===== src/rtl/rf32_stream_reader_pkg.sv =====
// Shared definitions for the 16x32 register-file stream reader.
package rf32_stream_reader_pkg;
  localparam int RF_DW    = 32;
  localparam int RF_AW    = 4;
  localparam int RF_DEPTH = 16;

  typedef enum logic [1:0] {
    ST_IDLE = 2'd0,
    ST_LOAD = 2'd1,
    ST_SEND = 2'd2,
    ST_DONE = 2'd3
  } state_e;
endpackage


===== src/rtl/rf32_stream_reader.sv =====
// Streams a wrapping address range of the register file out on valid/ready.
// Optional even-parity sideband output: define RF32_STREAM_READER_PARITY_EN.
module rf32_stream_reader
  import rf32_stream_reader_pkg::*;
#(
  parameter int DW = RF_DW,
  parameter int AW = RF_AW
) (
  input  logic          clk,
  input  logic          rst,
  input  logic          start,
  input  logic [AW-1:0] base_addr,
  input  logic [AW:0]   len,
  output logic [AW-1:0] rf_ra,
  input  logic [DW-1:0] rf_dout,
  output logic [DW-1:0] m_data,
  output logic          m_valid,
  input  logic          m_ready,
  output logic          m_last,
`ifdef RF32_STREAM_READER_PARITY_EN
  output logic          m_parity,
`endif
  output logic          busy,
  output logic          done
);
  localparam logic [AW:0] DEPTH = {1'b1, {AW{1'b0}}};
  localparam logic [AW:0] ONE   = {{AW{1'b0}}, 1'b1};

  state_e        r_state, w_next;
  logic [AW-1:0] r_ptr;
  logic [AW:0]   r_cnt;
  logic [DW-1:0] r_data;
  logic          r_valid, r_last, r_par;
  logic          w_load, w_finish, w_hs;
  logic [AW:0]   w_len_clip;

  assign w_hs       = r_valid & m_ready;
  assign w_len_clip = (len > DEPTH) ? DEPTH : len;

  always_comb begin
    w_next   = r_state;
    w_load   = 1'b0;
    w_finish = 1'b0;
    case (r_state)
      ST_IDLE: if (start) w_next = (len == '0) ? ST_DONE : ST_LOAD;
      ST_LOAD: begin
        w_load = 1'b1;
        w_next = ST_SEND;
      end
      ST_SEND: begin
        if (w_hs) begin
          if (r_last) begin
            w_finish = 1'b1;
            w_next   = ST_DONE;
          end else begin
            w_load = 1'b1;
          end
        end
      end
      ST_DONE: w_next = ST_IDLE;
      default: w_next = ST_IDLE;
    endcase
  end

  // Word is captured from rf_dout on the edge it enters m_data (snapshot).
  always_ff @(posedge clk or posedge rst) begin
    if (rst) begin
      r_state <= ST_IDLE;
      r_ptr   <= '0;
      r_cnt   <= '0;
      r_data  <= '0;
      r_valid <= 1'b0;
      r_last  <= 1'b0;
      r_par   <= 1'b0;
    end else begin
      r_state <= w_next;
      if (r_state == ST_IDLE && start) begin
        r_ptr <= base_addr;
        r_cnt <= w_len_clip;
      end
      if (w_load) begin
        r_data  <= rf_dout;
        r_par   <= ^rf_dout;
        r_valid <= 1'b1;
        r_last  <= (r_cnt == ONE);
        r_ptr   <= r_ptr + 1'b1;
        r_cnt   <= r_cnt - ONE;
      end
      if (w_finish) begin
        r_valid <= 1'b0;
        r_last  <= 1'b0;
      end
    end
  end

  assign rf_ra   = (r_state == ST_LOAD || r_state == ST_SEND) ? r_ptr : '0;
  assign m_data  = r_data;
  assign m_valid = r_valid;
  assign m_last  = r_last;
  assign busy    = (r_state != ST_IDLE);
  assign done    = (r_state == ST_DONE);

`ifdef RF32_STREAM_READER_PARITY_EN
  assign m_parity = r_par;
`else
  logic w_unused_par;
  assign w_unused_par = r_par;
`endif
endmodule


===== config.mk =====
export PLATFORM = sky130hd
export DESIGN_NAME = rf32_stream_reader
export DESIGN_NICKNAME = d
export VERILOG_FILES = /design/src/rtl/rf32_stream_reader_pkg.sv /design/src/rtl/rf32_stream_reader.sv
export SDC_FILE = /design/constraint.sdc
export NUM_CORES = 1
export LEC_CHECK = 0
export CAP_MARGIN = 20
export CORE_UTILIZATION = 35
export CTS_CLUSTER_DIAMETER = 200
export DETAILED_ROUTE_END_ITERATION = 16
export GPL_TIMING_DRIVEN = 0
export PLACE_DENSITY = 0.67
export RECOVER_POWER = 100
export SYNTH_ARGS = -nofsm -noshare
export SYNTH_HDL_FRONTEND = slang
export SYNTH_SLANG_ARGS = --single-unit

===== constraint.sdc =====
create_clock -name clk -period 4.43 [get_ports clk]
set_clock_uncertainty 0.2 [all_clocks]
set_input_delay 1.1075 -clock clk [delete_from_list [all_inputs] [get_ports clk]]
set_output_delay 1.1075 -clock clk [all_outputs]
set_load 0.02 [all_outputs]

Word-level counts from Yosys, hierarchy flattened:

Index checks and enable logic that the tools add are counted.

* output and inout port bits: 40
* register bits after elaboration: 45
* bits of input ports: 45
* logic and storage cells: 46

* mux-type cells: 21
* equality and inequality tests: 7
* $add $sub $neg: 2
* reduce and logical (&&, ||, !) cells: 8
* magnitude comparators: 1
* bitwise gates (word level): 1

Operators by type and width (count)
* 5-bit 2-to-1 mux: 3
* 4-bit 2-to-1 mux: 3
* 1-bit 2-to-1 mux: 9
* 2-bit 2-to-1 mux: 4
* 2-bit one-hot mux with 4 select lines: 1
* 2-bit inequality test (second input constant): 3
* 2-bit nonzero test: 3
* 5-bit by 1-bit == test with 1-bit output (second input constant): 1
* 5-bit greater-than comparator (second input constant): 1
* 5-bit logical NOT: 1
* 5-bit by 1-bit subtractor with 5-bit output (second input constant): 1
* 4-bit by 1-bit adder with 4-bit output (second input constant): 1
* 2-bit == test (second input constant): 2
* 3-bit AND reduction: 1
* 2-bit by 1-bit == test with 1-bit output (second input constant): 1
* 2-bit logical NOT: 1
* 1-bit one-hot mux with 2 select lines: 1
* 1-bit bitwise AND: 1
* 1-bit logical AND: 1
* 1-bit logical OR: 1

Longest topological paths before layout:

* depth in word-level cells: 5
* gate-level depth with buffers: 8
* gate-level depth less buffers: 6

Least setup slack after synthesis:

Ideal clock, no wire load.

* path kind: register to output
* start point: register r_state[0]
* end point: output rf_ra[0]
* setup slack: 2067 ps
* stages on the path, launching flop included: 4
* arrival time: 1056 ps
* required time: 3123 ps
* path buffers: 0
* cell sequence: dfrtp_1 inv_1 ha_1 and2_1

* longest elaborated chain between the ends: 3
* elaborated cells on any way between the ends: 4

RTL lines
* start: declaration: line rf32_stream_reader.sv:29 `state_e r_state, w_next;`
* start signal: assignment: line rf32_stream_reader.sv:76 `r_state <= w_next;`
* 2-bit by 1-bit == test with 1-bit output / 2-bit == test (equally long branches): line rf32_stream_reader.sv:96 `assign rf_ra = (r_state == ST_LOAD || r_state == ST_SEND) ? r_ptr : '0;`
* 1-bit logical OR *: line rf32_stream_reader.sv:96
* 4-bit 2-to-1 mux *: line rf32_stream_reader.sv:96
* end: declaration: line rf32_stream_reader.sv:14 `output logic [AW-1:0] rf_ra,`

Mark *: on every way between the ends. The rest lies on a longest branch, timed or not.

Worst setup path in the final report:

Same ends and word-level chain as after synthesis.

==> run_results.csv <==
group,metric,value,unit
run_status,status,"finished clean",
cts,hold_buffers,0,
synth,syn_nets,282,
synth,synth_top_area_cell,"dfrtp_1",
synth,synth.most_common_cell,"nand2_1",
timing,setup_viol,0,
setup_path,cp_num_buf_inv,2,
floorplan,die_x,79.1,um
timing,relSlewSlack,15.9,%
finish,area_growth,49.4,%
timing,setup_tns,0,ns
floorplan,num_io_pins,85,
power_and_ir_drop,seqPwrFrac,31.5,%
setup_path,crit_path_end_kind,"output port",
cts,insertion_delay,0.30,ns
power_and_ir_drop,switchingPower,1.02,mW
setup_path,reg2reg_to,"r_cnt[2]",
floorplan,die_area,6250,um2
setup_path,worst_ep_arrival_time,2.03,ns
power_and_ir_drop,pwr-share-clk,13.3,%
timing,hold_ws,0.274,ns
setup_path,rr_worst_depth,8,
drt,wl,4.91,mm
global_route,antenna_found_initial,0,
drt,vias_per_cell,4.74,
setup_path,cp_slowest_cell,"dlygate4sd3_1",
cts,cts_sinks,45,
setup_path,cp_max_fo,7,
hold_path,min_path_type,"register to register",
synth,ys_types,31,
floorplan,coreArea,5610,um2
synth,ys_ff_latch,45,
setup_path,r2r-start,"r_state[0]",
cts,h-tree-depth,2,
placement,place_hpwl,3.65,mm
setup_path,crit_path_end,"rf_ra[0]",
timing,post-route-min-period,3.34,ns
setup_path,path_depth,4,
synth,synth_cells,229,
timing,tightestPinTransition,1.26,ns
synth,synthArstFlopShare,100,%
timing,fin_crit_sh,75.4,%
cts,clk_pin_slew,0.09,ns
cts,numCtsBuffers,5,
placement,place.gp.congestion,0.833,
setup_path,crit_path_cell_trace,"inv_1 -> ha_1 -> and2_1 -> dlygate4sd3_1",
setup_path,crit_path_start_kind,"register",
power_and_ir_drop,leakagePower,1.48,nW
global_route,grt_pass1_wl,8.32,mm
timing,timing.fmax,299,MHz
finish,antenna_cells,0,
drt,vias,1866,
cts,cts_tree,"built",
drt,routedWlPerCell,12.5,um
synth,synth_edf_count,0,
cts,clockBufferDepth,2,
synth,yosysTopAreaCellShare,54.2,%
global_route,grt_use_total,17.3,%
drt,drt_iter0_markers,100,
floorplan,row_count,27,
timing,rsz0062_at_grt,"false",
setup_path,cpPeakStageDelay,0.67,ns
power_and_ir_drop,vdd_drop_max,0.288,mV
power_and_ir_drop,p_int,1.33,mW
floorplan,initial_utilization,37.1,%
synth,syn_area_per_cell,9.08,um2
setup_path,crit_type,"register to output port",
timing,slew_viol_final,0,
drt,antenna_left,0,
cts,cts_setup_buffers,0,
cts,cts_resized,0,
synth,synth_commonest_cells,"nand2_1, dfrtp_1, nand3_1",
placement,portBuffers,84,
setup_path,worst-r2r-setup-slack,1.90,ns
global_route,first_global_vias,1784,
finish,layout.nets,374,
synth,ys_seq_area_share,54.2,%
power_and_ir_drop,p_comb_share,55.2,%
synth,ys.flop_type,"dfrtp_1",
global_route,grt_overflow,0,
drt,firstDrtPassIters,4,
finish,drive_gt1_share,3.42,%
cts,cts_root_buf,"clkbuf_8",
power_and_ir_drop,p_per_area,760,nW/um2
synth,synthTopCellsByArea,"dfrtp_1, nand2_1, ha_1",
power_and_ir_drop,netSwitchingFraction,43.5,%
setup_path,critical_path.startpoint,"r_state[0]",
synth,yosys_warnings,0,
setup_path,cpLargestDelayFamily,"buffers and inverters",
hold_path,hold_path_depth,2,
floorplan,die_height,79.1,um
drt,route.detailed.drc,0,
synth,syn_area,2080,um2
global_route,grt_max_degree,24,
flow_run,drv_cap,0,
setup_path,worstPathRequired,3.12,ns
timing,finalHoldViolations,0,
==> how the worst min path moves through the flow <==
stage	startpoint	to	slack, ns
global placement	m_data[0]	m_data[0]	0.26
global route	m_data[23]	m_data[23]	0.30
detailed placement	m_data[17]	m_data[17]	0.26
CTS	m_data[18]	m_data[18]	0.28
floorplan	r_ptr[0]	r_ptr[0]	0.28
finish	m_data[17]	m_data[17]	0.27
==> power groups by stage <==
stage	clock, mW	sequential [mW]	combinational (mW)
6_report	0.313	0.742	1.30
5_1_grt	0.340	0.774	1.46
2_1_floorplan	0	0.917	0.680
3_3_place_gp	0	0.750	1.39
4_1_cts	0.318	0.752	1.43
3_5_place_dp	0	0.755	1.43
==> cell type report <==
type,instances,area [um2]
Fill cell,554,2500
Sequential cell,45,1130
Multi-Input combinational cell,168,871
Timing Repair Buffer,85,845
Tap cell,72,90.1
Clock buffer,6,72.6
Clock inverter,2,38.8
Buffer,10,38.8
Inverter,6,22.5
==> cells by family (layout without fill, tap and decap cells) <==
family                   after synthesis  count (layout)  synth area share [%]
multiplexers                           2               2                  1.20
buffers and inverters                 16             109                  3.55
AND/OR/NAND/NOR                      140             140                  29.7
AO/OA/AOI/OAI                         18              18                  6.56
flip-flops                            45              45                  54.2
adder cells (fa/ha/maj)                8               8                  4.82
==> metrics by stage <==
| stage | cells | util [%] | setup WS (ns) | total power, mW | cell area, um2 |
|---|---|---|---|---|---|
| after CTS | 394 | 56.1 | 1.11 | 2.50 | 3150 |
| after floorplan | 229 | - | 2.06 | 1.60 | 2080 |
| final | 394 | 55.4 | 1.09 | 2.36 | 3100 |
| after detailed placement | 386 | 54.1 | 1.45 | 2.18 | 3040 |
| after global routing | 394 | 55.4 | 0.725 | 2.57 | 3100 |
| after global placement | 385 | 53.7 | 1.09 | 2.14 | 3010 |
==> cell usage in the layout, fill, tap and decap left out, drive strengths merged, types with 2 or more instances in the layout <==
| master | count |
|---|---|
| nand3 | 9 |
| nand4 | 5 |
| buf | 2 |
| clkbuf | 15 |
| o21ai | 2 |
| nor3 | 2 |
| a21oi | 5 |
| dfrtp | 45 |
| clkdlybuf4s50 | 42 |
| nand4b | 2 |
| nor2b | 3 |
| dlygate4sd3 | 42 |
| and2 | 5 |
| inv | 6 |
| o221a | 2 |
| nor3b | 2 |
| nand2 | 102 |
| o21a | 2 |
| a211oi | 3 |
| a31oi | 2 |
| nor2 | 4 |
| ha | 8 |
| nand3b | 4 |
==> layer usage <==
layer / wire, um / track usage [%] / vias to the layer above / share of wire (%)
met5: 0 / 0 / - / 0
met2: 2340 / 29.1 / 54 / 48
met3: 331 / 5.63 / 7 / 6.7
met1: 2180 / 21.1 / 875 / 44
li1: - / - / 930 / -
met4: 55 / 4.91 / 0 / 1.1
==> tightest hold or removal path: cells and delay by family (launching register included) <==
family / cells / cell delay, ns
flip-flops: 1 / 0.34
AND/OR/NAND/NOR: 2 / 0.11
==> state kept, by name (all words and copies together), names as in the netlist <==
signal / cells
m_data: 32
m_last: 1
m_valid: 1
r_cnt: 5
r_ptr: 4
r_state: 2
Power figures use the tool's default switching activity.
